==> src/rtl/vga_timing_generator.sv <==
// rtl/vga_timing_generator.sv - VGA raster timing generator with phase FSMs and sync delay line
module vga_timing_generator #(
  parameter int H_VISIBLE   = 640,
  parameter int H_FRONT     = 16,
  parameter int H_SYNC      = 96,
  parameter int H_BACK      = 48,
  parameter int V_VISIBLE   = 480,
  parameter int V_FRONT     = 10,
  parameter int V_SYNC      = 2,
  parameter int V_BACK      = 33,
  parameter bit SYNC_ACTIVE = 1'b0,
  parameter int SYNC_DELAY  = 1
) (
  input  logic        vga_clock,
  input  logic        reset,
  output logic [31:0] row,
  output logic [31:0] column,
  output logic        display_enable,
  output logic        hsync,
  output logic        vsync,
  output logic        frame_start,
  output logic [15:0] frame_count
);

  // Boundary positions, held unsigned so counter comparisons stay width-matched.
  localparam logic [31:0] H_FRONT_START = 32'(H_VISIBLE);
  localparam logic [31:0] H_SYNC_START  = 32'(H_VISIBLE + H_FRONT);
  localparam logic [31:0] H_BACK_START  = 32'(H_VISIBLE + H_FRONT + H_SYNC);
  localparam logic [31:0] H_LAST        = 32'(H_VISIBLE + H_FRONT + H_SYNC + H_BACK - 1);
  localparam logic [31:0] V_FRONT_START = 32'(V_VISIBLE);
  localparam logic [31:0] V_SYNC_START  = 32'(V_VISIBLE + V_FRONT);
  localparam logic [31:0] V_BACK_START  = 32'(V_VISIBLE + V_FRONT + V_SYNC);
  localparam logic [31:0] V_LAST        = 32'(V_VISIBLE + V_FRONT + V_SYNC + V_BACK - 1);
  localparam bit          SYNC_IDLE     = ~SYNC_ACTIVE;

  typedef enum logic [1:0] {
    PH_VISIBLE,
    PH_FRONT,
    PH_SYNC,
    PH_BACK
  } phase_t;

  logic [31:0] h;
  logic [31:0] v;
  logic [31:0] h_next;
  logic [31:0] v_next;
  logic        h_wrap;
  logic        v_wrap;
  logic        frame_wrap;
  phase_t      h_phase;
  phase_t      v_phase;
  logic        hsync_raw;
  logic        vsync_raw;

  // Stage 0 of each line is the register aligned with column/row; stage SYNC_DELAY drives the pin.
  logic [SYNC_DELAY:0] hsync_line;
  logic [SYNC_DELAY:0] vsync_line;

  assign h_wrap     = (h == H_LAST);
  assign v_wrap     = (v == V_LAST);
  assign frame_wrap = h_wrap && v_wrap;

  // Next scan position: h wraps every line, v advances only when h wraps.
  always_comb begin
    h_next = h + 32'd1;
    v_next = v;
    if (h_wrap) begin
      h_next = 32'd0;
      v_next = v_wrap ? 32'd0 : v + 32'd1;
    end
  end

  // Raw sync levels come straight from the phase FSMs.
  always_comb begin
    hsync_raw = (h_phase == PH_SYNC) ? SYNC_ACTIVE : SYNC_IDLE;
    vsync_raw = (v_phase == PH_SYNC) ? SYNC_ACTIVE : SYNC_IDLE;
  end

  // Position counters for the current pixel.
  always_ff @(posedge vga_clock or negedge reset) begin
    if (!reset) begin
      h <= 32'd0;
      v <= 32'd0;
    end else begin
      h <= h_next;
      v <= v_next;
    end
  end

  // Horizontal phase tracks which region the current h lies in.
  always_ff @(posedge vga_clock or negedge reset) begin
    if (!reset) begin
      h_phase <= PH_VISIBLE;
    end else begin
      case (h_phase)
        PH_VISIBLE: if (h_next == H_FRONT_START) h_phase <= PH_FRONT;
        PH_FRONT:   if (h_next == H_SYNC_START)  h_phase <= PH_SYNC;
        PH_SYNC:    if (h_next == H_BACK_START)  h_phase <= PH_BACK;
        PH_BACK:    if (h_wrap)                  h_phase <= PH_VISIBLE;
        default:                                 h_phase <= PH_VISIBLE;
      endcase
    end
  end

  // Vertical phase steps only at the end of each line.
  always_ff @(posedge vga_clock or negedge reset) begin
    if (!reset) begin
      v_phase <= PH_VISIBLE;
    end else if (h_wrap) begin
      case (v_phase)
        PH_VISIBLE: if (v_next == V_FRONT_START) v_phase <= PH_FRONT;
        PH_FRONT:   if (v_next == V_SYNC_START)  v_phase <= PH_SYNC;
        PH_SYNC:    if (v_next == V_BACK_START)  v_phase <= PH_BACK;
        PH_BACK:    if (v_wrap)                  v_phase <= PH_VISIBLE;
        default:                                 v_phase <= PH_VISIBLE;
      endcase
    end
  end

  // Output register stage decoded from the current position.
  always_ff @(posedge vga_clock or negedge reset) begin
    if (!reset) begin
      column         <= 32'd0;
      row            <= 32'd0;
      display_enable <= 1'b0;
      frame_start    <= 1'b0;
      frame_count    <= 16'd0;
    end else begin
      column         <= h;
      row            <= v;
      display_enable <= (h_phase == PH_VISIBLE) && (v_phase == PH_VISIBLE);
      frame_start    <= (h == 32'd0) && (v == 32'd0);
      if (frame_wrap) begin
        frame_count <= frame_count + 16'd1;
      end
    end
  end

  generate
    if (SYNC_DELAY == 0) begin : g_sync_direct
      // Syncs registered alongside column/row with no extra delay.
      always_ff @(posedge vga_clock or negedge reset) begin
        if (!reset) begin
          hsync_line <= SYNC_IDLE;
          vsync_line <= SYNC_IDLE;
        end else begin
          hsync_line <= hsync_raw;
          vsync_line <= vsync_raw;
        end
      end
    end else begin : g_sync_delayed
      // Shift syncs so they meet the colour stage's registered RGB at the connector.
      always_ff @(posedge vga_clock or negedge reset) begin
        if (!reset) begin
          hsync_line <= {(SYNC_DELAY + 1){SYNC_IDLE}};
          vsync_line <= {(SYNC_DELAY + 1){SYNC_IDLE}};
        end else begin
          hsync_line <= {hsync_line[SYNC_DELAY-1:0], hsync_raw};
          vsync_line <= {vsync_line[SYNC_DELAY-1:0], vsync_raw};
        end
      end
    end
  endgenerate

  assign hsync = hsync_line[SYNC_DELAY];
  assign vsync = vsync_line[SYNC_DELAY];

endmodule

==> config.mk <==
export PLATFORM = sky130hd
export DESIGN_NAME = vga_timing_generator
export DESIGN_NICKNAME = d
export VERILOG_FILES = /design/src/rtl/vga_timing_generator.sv
export SDC_FILE = /design/constraint.sdc
export NUM_CORES = 1
export LEC_CHECK = 0
export ABC_AREA = 0
export BUFFER_PORTS_ARGS = -buffer_cell sky130_fd_sc_hd__buf_4
export CORE_ASPECT_RATIO = 1.5
export CORE_UTILIZATION = 46
export DETAILED_ROUTE_END_ITERATION = 16
export GPL_ROUTABILITY_DRIVEN = 0
export PLACE_DENSITY = 0.68
export RECOVER_POWER = 100
export SETUP_SLACK_MARGIN = 0.3
export SLEW_MARGIN = 25
export SYNTH_ARGS = -nofsm -noshare
export SYNTH_HDL_FRONTEND = slang
export SYNTH_SLANG_ARGS = --single-unit
==> constraint.sdc <==
create_clock -name vga_clock -period 3.2 [get_ports vga_clock]
set_input_delay 0.64 -clock vga_clock [delete_from_list [all_inputs] [get_ports vga_clock]]
set_output_delay 0.64 -clock vga_clock [all_outputs]
set_load 0.02 [all_outputs]
==> run summary, run 1 <==
Before antenna repair, the detailed router went through 5 iterations. The final count of hold timing violations came out at 0. Once placement completed, the tool counted placed cells totaling 900. The mean cell area of the mapped netlist was 11.55 µm².

The number of DRC markers in iteration 0 was 302; the number of port buffers was 85. The global routing usage summed across all routing layers is 0.2416, and the die footprint is 0.01514 mm². The flow ran to the end, but the final reports show violations. CTS placed an instance of clkbuf_16 at the clock tree root. The estimated wirelength of the detail-placed design was 11990 µm.

In this design, the largest share of critical-path delay is due to simple AND/OR/NAND/NOR gates. The number of inserted diodes came out at 0. The critical path startpoint category was a flop. The number of max-slew violations in the final report was 71.

The worst path required time was 3.50 ns; the leftover overflow at the end of global routing was 0. The min-delay analysis places its worst path in the category reg -> reg. The count of nets left with antenna violations once routing finished came out at 0. For the via count of the first global-routing pass, the log shows 5614. The signal on the critical path passes through nor4_4 > nand4_4 > buf_4 > buf_4 > nor4_4 > xor2_1 > nand3b_1 > nor4_4 > a41o_1 > o2111ai_2 > mux2_4. Largest net degree at the start of global routing: 71.

The worst slew margin relative to its limit came out at -0.1253. Number of enable flip-flop cells after synthesis: 0. The later pin in the worst-skew pair is clocked with a latency of 0.42 ns. In this run, CTS created clock tree buffers numbering 17. When the netlist entered floorplanning its net count stood at 598. The logs give 2 for the number of buffers between clock root and the deepest sink and 0.008946 mm² for the post-route standard cell area excluding fillers. Measured along the x axis, the die boundary spans 100.8 µm. The initial core utilization was 0.4767; the transition time at the pin with the least slew margin was 1.688 ns. Power density of the placed cells: 467.4 mW/mm². The internal power of the cells totals 3.358 mW. The part of the Yosys area used for sequential elements came out at 0.5730. The run gives 0.009 as the power share of the combinational group.

In this run the power spent charging and discharging nets is 0.8228 mW. After detailed routing, the number of remaining DRC violations is 0. The clock arrives with 0.01347 ns of skew. Counting I/O delays and the setup requirement, the final critical path takes 3.106 ns. The logs give 1 for the number of max-cap violations and 4.117 nW for the static power due to leakage.

The routed design has 18020 µm of wire. The period utilization was 0.9705. The detailed router placed 5523 vias in this run.

Counting both buffers and inverters, the worst setup path holds a total of 2. In the final routed layout, each cell accounts on average for 18.48 µm. The wire length of the first global-routing pass was 27540 µm. The number of levels in the clock H-tree was 4; the floorplan die height was 150.2 µm. The cell with the largest stage delay on the worst path is dfrtp_1. After detailed placement, the total cell area comes to 0.008020 mm².

In this run, distinct cell masters in the synthesized netlist total 58. Part of the power in the clock network: 0.525. Using the TritonRoute via totals, the vias-per-cell ratio works out to 5.665.

The number of synthesized register bits was 154. Setup violations remaining at the end of the flow were counted as 0. The finished layout holds 975 standard cells, fillers aside.

The worst setup path is captured at a flop. After filler insertion, the fill cell instance count of the layout stands at 1138. The maximum achievable frequency is 322.0 MHz, and the clock-pin slew of the registers on the worst-case setup and hold paths is 0.06 ns. Across the VDD grid, the largest voltage drop is 253.1 µV.

The total standard cell area after synthesis was 0.006734 mm²; the setup total negative slack was 0 ns. The logs give 0 for the initial antenna violation count and 53 for the number of rows created at floorplan. The async set or reset register ratio after synthesis is 1.000, and the data arrival at the endpoint of the critical path is 3.41 ns. Prevailing post-synth register cell: dfrtp_1. The tools report the number of nets in the layout as 785.

The relative area change from synthesis to final layout was 32.85%; the switching part of the total was 0.1968. The critical path is of the reg -> reg type. Counting stages on the worst path, the most repeated cell is nor4_4. Setup repair after global routing could not meet its margin everywhere. 86 I/O pins were placed. On the worst path, the slowest cell contributes a delay of 0.45 ns.

The largest fanout on the critical path works out to 6. TritonCTS built the clock tree. For this run, the number of Yosys warnings is 0. The share of final-layout standard cells stronger than drive strength 1 was 0.2439; the core footprint was 0.01412 mm². For this design, the sink count on the clock tree is 154. Total power for the finished layout comes to 4.181 mW. The register share of total power was 0.466; the post-route worst hold slack was 0.3558 ns. In the synthesized netlist, the number of instances is 583.

The checks that failed: capacitance limit, slew limit.
[metrics by stage]
step           setup WS [ns]  utilization
2_1_floorplan         0.2585            -
6_report             0.09437       0.6334
5_1_grt             -0.03091       0.6334
3_3_place_gp         0.02995       0.5678
3_5_place_dp        -0.03750       0.5678
4_1_cts               0.1134       0.6336
[state kept, by name, indices dropped and copies added, names as in the netlist]
| name | count |
|---|---|
| column | 32 |
| h | 32 |
| row | 32 |
| v | 32 |
| frame_count | 16 |
| h_phase | 2 |
| hsync_line | 2 |
| v_phase | 2 |
| vsync_line | 2 |
| display_enable | 1 |
| frame_start | 1 |
[cells in the mapped netlist, drive strengths merged (3+ instances only)]
library cell / count / area, µm²
nor4: 27 / 269.0
xor2: 27 / 236.5
nand3: 34 / 175.2
or4: 3 / 22.52
nor2: 28 / 105.1
dfstp: 4 / 105.1
or3: 8 / 55.05
a21o: 4 / 30.03
nand4: 30 / 202.7
nand3b: 4 / 30.03
inv: 20 / 75.07
and4: 6 / 52.55
buf: 8 / 38.78
and3: 22 / 137.6
clkbuf: 11 / 41.29
xnor2: 49 / 429.2
nor3: 22 / 120.1
a21oi: 8 / 40.04
mux2: 3 / 33.78
dfrtp: 150 / 3754
and2: 9 / 56.30
ha: 13 / 162.7
nor2b: 3 / 18.77
o21ai: 10 / 50.04
nand2: 43 / 161.4
o31ai: 5 / 52.55
[worst paths after layout]
path | start | end | slack, ns | cells past startpoint
worst max-delay path | h[15]$_DFF_PN0_ | v_phase[1]$_DFFE_PN0P_ | 0.09 | 11
worst min-delay path | hsync_line[0]$_DFF_PN1_ | hsync_line[1]$_DFF_PN1_ | 0.36 | 0
worst max register to register | h[15]$_DFF_PN0_ | v_phase[1]$_DFFE_PN0P_ | 0.09 | 11
worst min register to register | hsync_line[0]$_DFF_PN1_ | hsync_line[1]$_DFF_PN1_ | 0.36 | 0
max in group asynchronous | reset | row[5]$_DFF_PN0_ | 0.87 | 2
min in group asynchronous | reset | frame_count[13]$_DFFE_PN0P_ | 0.66 | 1
[kinds of logic (layout without fill, tap and decap cells)]
group,Yosys count,in the layout,synth area share
AOI/OAI and AO/OA,47,47,0.05054
xor gates and xnor gates,76,76,0.09885
adders and majority gates,13,13,0.02416
buffers and inverters,39,239,0.02304
DFF,154,154,0.5730
muxes,5,5,0.007989
and+or+nand+nor,249,249,0.2224
[final cells by class]
cell class                      instances  area (µm²)  area share
Inverter                               20       75.07    0.008392
Timing Repair Buffer                  187        1035      0.1157
Tap cell                              192       240.2     0.02685
Clock buffer                           22       454.2     0.05077
Multi-Input combinational cell        390        3084      0.3448
Sequential cell                       154        3866      0.4322
Clock inverter                         10       191.4     0.02140
[layout by cell type (no fill, tap or decap), types with 11 or more instances in the layout]
| master | Yosys | routed |
|---|---|---|
| xor2_1 | 27 | 26 |
| buf_4 | 0 | 69 |
| nor3_1 | 20 | 13 |
| inv_1 | 20 | 20 |
| nand2_1 | 43 | 42 |
| ha_1 | 13 | 12 |
| nand4_1 | 29 | 29 |
| clkbuf_1 | 11 | 110 |
| and3_1 | 22 | 21 |
| xnor2_1 | 49 | 47 |
| clkbuf_16 | 0 | 17 |
| nor4_4 | 5 | 11 |
| dfrtp_1 | 150 | 144 |
| nor2_1 | 28 | 24 |
| nand3_1 | 33 | 30 |
| nor4_2 | 4 | 11 |
[power by group through the flow]
stage	logic [mW]	registers (mW)	clock network, mW
CTS	0.0436	1.95	2.22
finish	0.0370	1.95	2.20
floorplan	0.00000113	1.98	0
detailed placement	0.0438	1.98	0
global placement	0.0425	1.98	0
global route	0.0457	1.95	2.31
[what timing repair did]
item / in CTS / in global routing
pin swaps: 19 / 30
setup endpoints to repair: 4 / 8
gates cloned: 0 / 1
gates resized for setup: 33 / 50
hold buffers: 0 / 0
setup buffers: 19 / 23
[per-layer routing]
layer | GRT usage | up-vias | wire (µm) | part of all wire
met5 | 0 | - | 0 | 0
met4 | 0.1594 | 0 | 947 | 0.053
met3 | 0.05153 | 91 | 939 | 0.052
met2 | 0.4318 | 266 | 9496 | 0.53
met1 | 0.2529 | 2716 | 6631 | 0.37
li1 | - | 2450 | - | -
[worst reg2reg max path, stage by stage (launching register included)]
cell and delay (ns):
dfrtp_1 0.45, nor4_4 0.35, nand4_4 0.20, buf_4 0.19, buf_4 0.13, nor4_4 0.27, xor2_1 0.13, nand3b_1 0.22
nor4_4 0.34, a41o_1 0.23, o2111ai_2 0.15, mux2_4 0.33
No activity file was read; power rests on OpenSTA's default activity.
==> run 2, diff against run 1 <==
- CORE_ASPECT_RATIO: 1.5 -> 1.75
- CORE_MARGIN: default -> 4
- REMOVE_ABC_BUFFERS: default -> 1
==> run 2 against run 1 <==
Compared with the run above:
- the run now ends clean
- first-iteration DRC count increased by 27%
- die area increased by 10%
- clock skew decreased by 0.0046 ns
- sequential power about the same
- cell count decreased by 1.2%
- register-to-register slack got worse by 0.02 ns
- largest cell class unchanged
- largest power group unchanged
- hold slack got worse by 0.074 ns
- sequential share of layout area decreased by 1.1 points
- critical endpoint unchanged
- global-route usage decreased by 1.6 points
==> run summary, run 2 (synthesis results as in run 1) <==
The clock drives 154 sinks. Area of combinational cells with multiple inputs: 0.003058 mm². Data arrives at the worst endpoint at 3.42 ns.

STA puts the critical path data required time at 3.50 ns. The floorplan die height is 168.1 µm. The first detailed-routing pass took 5 iterations. The number of buffers inserted by hold repair at cts is 0.

In this run the deepest clock path goes through 2 buffers. For this design the top-level I/O count stands at 86. The run finished with clean final reports. The tools report the kind of end point of the critical path as a flop. Max-cap violations in this run came to 0.

For the worst-skew pair, the clock arrives at the later sink with an insertion delay of 0.42 ns. VDD sags by at most 368.1 µV. TritonCTS built the clock tree. The largest single stage delay on the critical path is 0.58 ns.

The via count of the first global-routing pass is 5567, and the core utilization of the finished layout is 0.6392. After detailed routing, the total wire length is 18510 µm. After detailed routing, the number of vias per cell comes to 5.721. The leading cell type in the layout, fill and taps excluded is buf_4. After detailed routing, the number of remaining DRC violations is 0. Compared with the post-synthesis result, the final layout area differs by 36.38%. The worst setup slack before clock tree synthesis came out at -0.06026 ns. In the final routed layout, each cell accounts on average for 19.22 µm. The count of buffers added on input and output ports is 85.

The largest fanout on the critical path is 7. The first global-routing pass estimated 28850 µm of wire. After detailed placement, the total cell area comes to 0.008089 mm². The initial core utilization came out at 0.4687. The global routing usage summed across all routing layers came out at 0.2252.

After clock tree synthesis, the clock-pin slew on the worst setup and hold paths is 0.06 ns. For the worst clock skew, the log shows 0.008896 ns. The H-tree generated during clock tree synthesis spans 4 levels. The setup path with the least slack is of type reg -> reg. In the final layout, flip-flops and latches occupy 0.003864 mm².

The final count of negative-setup-slack endpoints is 0, and the static power due to leakage is 4.457 nW. Summed over all failing endpoints, the final setup total negative slack is 0 ns. The number of rows created at floorplan was 58; the total CTS buffers was 17. The kind of cell adding the most delay to the critical path was simple AND/OR/NAND/NOR gates. Total power for the finished layout comes to 4.029 mW. Type of the tightest min-delay check: in -> async.

For the largest net degree at the start of global routing, the log shows 92. The tools report the final count of hold timing violations as 0. Master cell of the clock root buffer: clkbuf_16. The tools report the post-route standard cell area excluding fillers as 0.009184 mm².

The number of inserted diodes is 0, and the leftover overflow at the end of global routing is 0. The number of max-slew violations in the final report is 0. The worst slew margin relative to its limit is 0.4480. The count of nets left with antenna violations after detail routing is 0, and the final critical-path required period is 3.123 ns. The tools report the number of filler instances in the final layout as 1115.

The share of final-layout standard cells stronger than drive strength 1 is 0.3448, and the maximum achievable frequency is 320.2 MHz. The run gives 383 as the number of DRC markers in iteration 0. The number of nets in the layout was 785; the core footprint was 0.01437 mm². Measured along the x axis, the die boundary spans 99.46 µm. The run gives 0.07660 ns as the slack of the critical path.

Buffer and inverter count on the worst path: 1. The internal reg-to-reg setup slack came out at 0.08 ns. Estimated wirelength of the detail-placed design: 12980 µm. At the pin with the least slew margin, the transition time is 0.8280 ns. The tools report the via count as 5509.

Setup repair after global routing could not meet its margin everywhere. STA classifies the critical path startpoint as a flop. The period utilization is 0.9761, and the initial antenna violation count is 0. Power spread over the standard cell area amounts to 438.7 mW/mm². The cell with the largest stage delay on the worst path is or4b_4. The floorplan step defined a die boundary enclosing 0.01671 mm².

The top cell types in the final layout, fill and taps aside, are 151 x buf_4, 146 x dfrtp_1, 48 x xnor2_1. The signal on the critical path passes through buf_4 > nor4_2 > nand3_2 > nor4_4 > or3_1 > o21ai_1 > or4b_4 > o31ai_4 > o2111ai_4 > mux2_4.
-- run 2: where the power goes --
part / leakage, nW / total (mW) / internal, mW / switching [mW]
clock network: 0.290 / 2.04 / 1.25 / 0.786
registers: 2.10 / 1.95 / 1.95 / 0
logic: 2.06 / 0.0417 / 0.00528 / 0.0364
total: 4.46 / 4.03 / 3.21 / 0.822
-- run 2: cell type report --
type	instances	share of cell area
sequential	154	0.4207
multi-input combinational	390	0.3330
timing repair buffer	187	0.1473
clock buffer	19	0.04823
tap	180	0.02452
clock inverter	13	0.01812
inverter	20	0.008174
-- run 2: routing by layer --
metal,share of wire,global-route usage,wire (µm)
met1,0.34,0.2251,6266
met2,0.55,0.4075,10120
met3,0.052,0.04685,970
met4,0.063,0.1546,1160
met5,0,0,0
-- run 2: worst paths after layout --
| kind | start | cells after the start | end |
|---|---|---|---|
| min reg2reg | vsync_line[0]$_DFF_PN1_ | 0 | vsync_line[1]$_DFF_PN1_ |
| max | v[16]$_DFF_PN0_ | 10 | v_phase[1]$_DFFE_PN0P_ |
| max reg2reg | v[16]$_DFF_PN0_ | 10 | v_phase[1]$_DFFE_PN0P_ |
| max in group asynchronous | reset | 2 | vsync_line[1]$_DFF_PN1_ |
| min in group vga_clock | vsync_line[0]$_DFF_PN1_ | 0 | vsync_line[1]$_DFF_PN1_ |
| min | reset | 1 | frame_count[5]$_DFFE_PN0P_ |
-- run 2: repair_timing --
item / 4_1_cts / 5_1_grt
gates cloned: 0 / 0
buffers inserted: 14 / 14
resized for setup: 44 / 30
pin swaps: 23 / 22
endpoints found under the setup margin: 4 / 4
-- run 2: stage by stage --
step	cells	hold WS, ns
final	963	0.2819
after global routing	963	0.3460
after CTS	949	0.3304
after detailed placement	903	0.3532
after global placement	903	0.3491
after floorplan	564	0.3444
==> run 3, diff against run 2 <==
- BUFFER_PORTS_ARGS: -buffer_cell sky130_fd_sc_hd__buf_4 -> -buffer_cell sky130_fd_sc_hd__buf_2
- CAP_MARGIN: default -> 5
- SLEW_MARGIN: 25 -> default
==> run 3 against run 2 <==
Compared with the run above:
- the flow now finishes with violations (capacitance limit, slew limit)
- die area unchanged
- critical path depth down 1
- highest routed layer unchanged
- cell area down 5.3%
- sequential power about the same
- clock skew down 0.00086 ns
- wire length down 5.4%
- largest cell class unchanged
==> run summary, run 3 (synthesis results as in run 1) <==
Entering global routing, the biggest net connects 80 pins. For the worst setup path, the data required time is 3.50 ns. Setup violations remaining at the end of the flow were counted as 0. The first global-routing pass estimated 28740 µm of wire. The leftover overflow at the end of global routing came out at 0. The transition time at the pin with the least slew margin is 1.935 ns. Clock-pin slew was measured on the worst setup and hold paths at 0.06 ns. The part of the power in the clock network was 0.506; the maximum achievable frequency was 319.7 MHz. The number of rows created at floorplan is 58, and the relative area change from synthesis to final layout is 29.13%. The global routing usage summed across all routing layers was 0.2205; the share of final-layout standard cells stronger than drive strength 1 was 0.2956. For the initial core utilization, the log shows 0.4687.

The number of port buffers came out at 85. Setup repair after global routing could not meet its margin everywhere. Initial antenna violation count: 0. The worst path in the final design needs a cycle of 3.128 ns, including I/O delays and setup.

For this run, design rule violations remaining after detail routing come to 0. After detailed routing, the average wire length per cell comes to 18.47 µm. The kind of end point of the critical path was a flop.

The number of sinks on the clock net is 154, and the count of nets left with antenna violations after detail routing is 0. The path class of the tightest hold or removal check is reg -> reg. The run gives 448.5 µV as the peak supply drop.

The number of max-slew violations in the final report is 79, and the worst-skew pair later-pin latency is 0.42 ns. The master cell of the clock root buffer is clkbuf_16. The cell count of the worst reg-to-reg path is 9. The total power after layout is 4.024 mW. The H-tree was split into 4 levels.

The run gives 17 as the total CTS buffers. The worst clock skew is 0.008040 ns, and the horizontal die dimension is 99.46 µm. The floorplan die height was 168.1 µm. The tools report the register share of total power as 0.484.

In this run the cell area measured after placement is 0.007871 mm². The checks that failed: capacitance limit, slew limit. The final count of hold timing violations came out at 0.

In this run the deepest clock path goes through 2 buffers. Leaving out fill and tap cells, the most frequent cells in the layout are 150 x dfrtp_1, 84 x buf_2, 49 x buf_4. STA puts the critical path data arrival time at 3.43 ns.

Critical path startpoint category: a flop. Leading cell type in the layout, fill and taps excluded: dfrtp_1. The estimated wirelength of the detail-placed design is 12700 µm, and the wire length after detailed routing is 17510 µm.

The classification of the worst setup path is reg -> reg. The run gives 770 as the number of nets in the layout. The number of max-cap violations came out at 1. Power share of the combinational group: 0.010.

The via count of the first global-routing pass was 5671. For this design, the CTS-stage hold fixing added 0 buffers. The worst slew margin relative to its limit came out at -0.2899. The power dissipated by switching net loads was 0.8370 mW. The analysis attributes to cell leakage a power of 4.310 nW.

The worst hold path was traced through 0 stages. The period utilization was 0.9774; the internal reg-to-reg setup slack was 0.07 ns. In this run, the number of DRC markers left after iteration 0 of detailed routing was 256.

Once layout is done, the placed cells without fillers occupy 0.008696 mm². 0 antenna diodes ended up in the layout. TritonCTS built the clock tree. The internal power contribution is 3.187 mW, and the I/O pin count is 86. Switching part of the total: 0.2080. The core footprint was 0.01437 mm²; the via count was 5348. The run gives 0.01671 mm² as the die footprint. Average vias per placed instance: 5.641. The flow ran to the end, but the final reports show violations. The largest fanout on the critical path came out at 7.

The power density of the placed cells was 462.8 mW/mm²; the iteration count of the initial detailed-routing pass was 5.
==> run 3: changes by cell type in the layout (fill, tap and decap cells not counted), moves of 7 or more <==
cell	change
buf_2	+84
clkbuf_1	+11
buf_6	-7
buf_4	-102
==> run 3: critical path, stage by stage, from the launching register on <==
cell	delay, ns
dfrtp_1	0.58
nand3_1	0.22
or2_2	0.37
nor3_1	0.31
and3_4	0.28
mux2i_1	0.10
nor4b_2	0.40
a41o_1	0.25
o2111ai_2	0.15
mux2_1	0.35
==> run 3: final cells by class <==
cell class / instances / area [µm²]
Clock buffer: 19 / 432.9
Tap cell: 180 / 225.2
Inverter: 20 / 75.07
Sequential cell: 154 / 3859
Multi-Input combinational cell: 390 / 2974
Clock inverter: 13 / 166.4
Timing Repair Buffer: 172 / 963.4
Fill cell: 1181 / 5673
==> run 3: stage by stage <==
step / TNS [ns] / instances / hold slack (ns) / worst slack (ns) / utilization
after floorplan: 0 / 564 / 0.3444 / 0.07125 / -
after global placement: 0 / 902 / 0.3490 / 0.06911 / 0.5478
after detailed placement: -0.1262 / 902 / 0.3495 / -0.09593 / 0.5478
after CTS: 0 / 945 / 0.2691 / 0.1531 / 0.6038
after global routing: 0 / 948 / 0.3662 / 0.02932 / 0.6052
final: 0 / 948 / 0.3561 / 0.07235 / 0.6052
==> run 3: worst paths after layout <==
kind | start | endpoint
worst min register to register | hsync_line[0]$_DFF_PN1_ | hsync_line[1]$_DFF_PN1_
worst max-delay path | v[19]$_DFF_PN0_ | v_phase[1]$_DFFE_PN0P_
worst min-delay path | hsync_line[0]$_DFF_PN1_ | hsync_line[1]$_DFF_PN1_
worst max register to register | v[19]$_DFF_PN0_ | v_phase[1]$_DFFE_PN0P_
max in group asynchronous | reset | vsync_line[0]$_DFF_PN1_
min in group asynchronous | reset | frame_count[4]$_DFFE_PN0P_
==> run 3: layer usage <==
| layer | GRT usage | share of wire | vias to the layer above |
|---|---|---|---|
| li1 | - | - | 2425 |
| met1 | 0.2354 | 0.35 | 2629 |
| met4 | 0.1528 | 0.066 | 0 |
| met3 | 0.04478 | 0.050 | 81 |
| met2 | 0.3832 | 0.53 | 213 |
| met5 | 0 | 0 | - |
==> run 3: power groups by stage <==
stage | clock (mW) | combinational (mW) | sequential, mW
finish | 2.04 | 0.0401 | 1.95
global route | 2.17 | 0.0492 | 1.95
CTS | 2.08 | 0.0442 | 1.95
detailed placement | 0 | 0.0440 | 1.98
global placement | 0 | 0.0426 | 1.98
floorplan | 0 | 0.00000107 | 1.98
==> run 3: what timing repair did <==
item | in CTS | in global routing
resized for setup | 24 | 31
pin swaps | 19 | 14
setup endpoints to repair | 4 | 8
setup buffers | 11 | 3
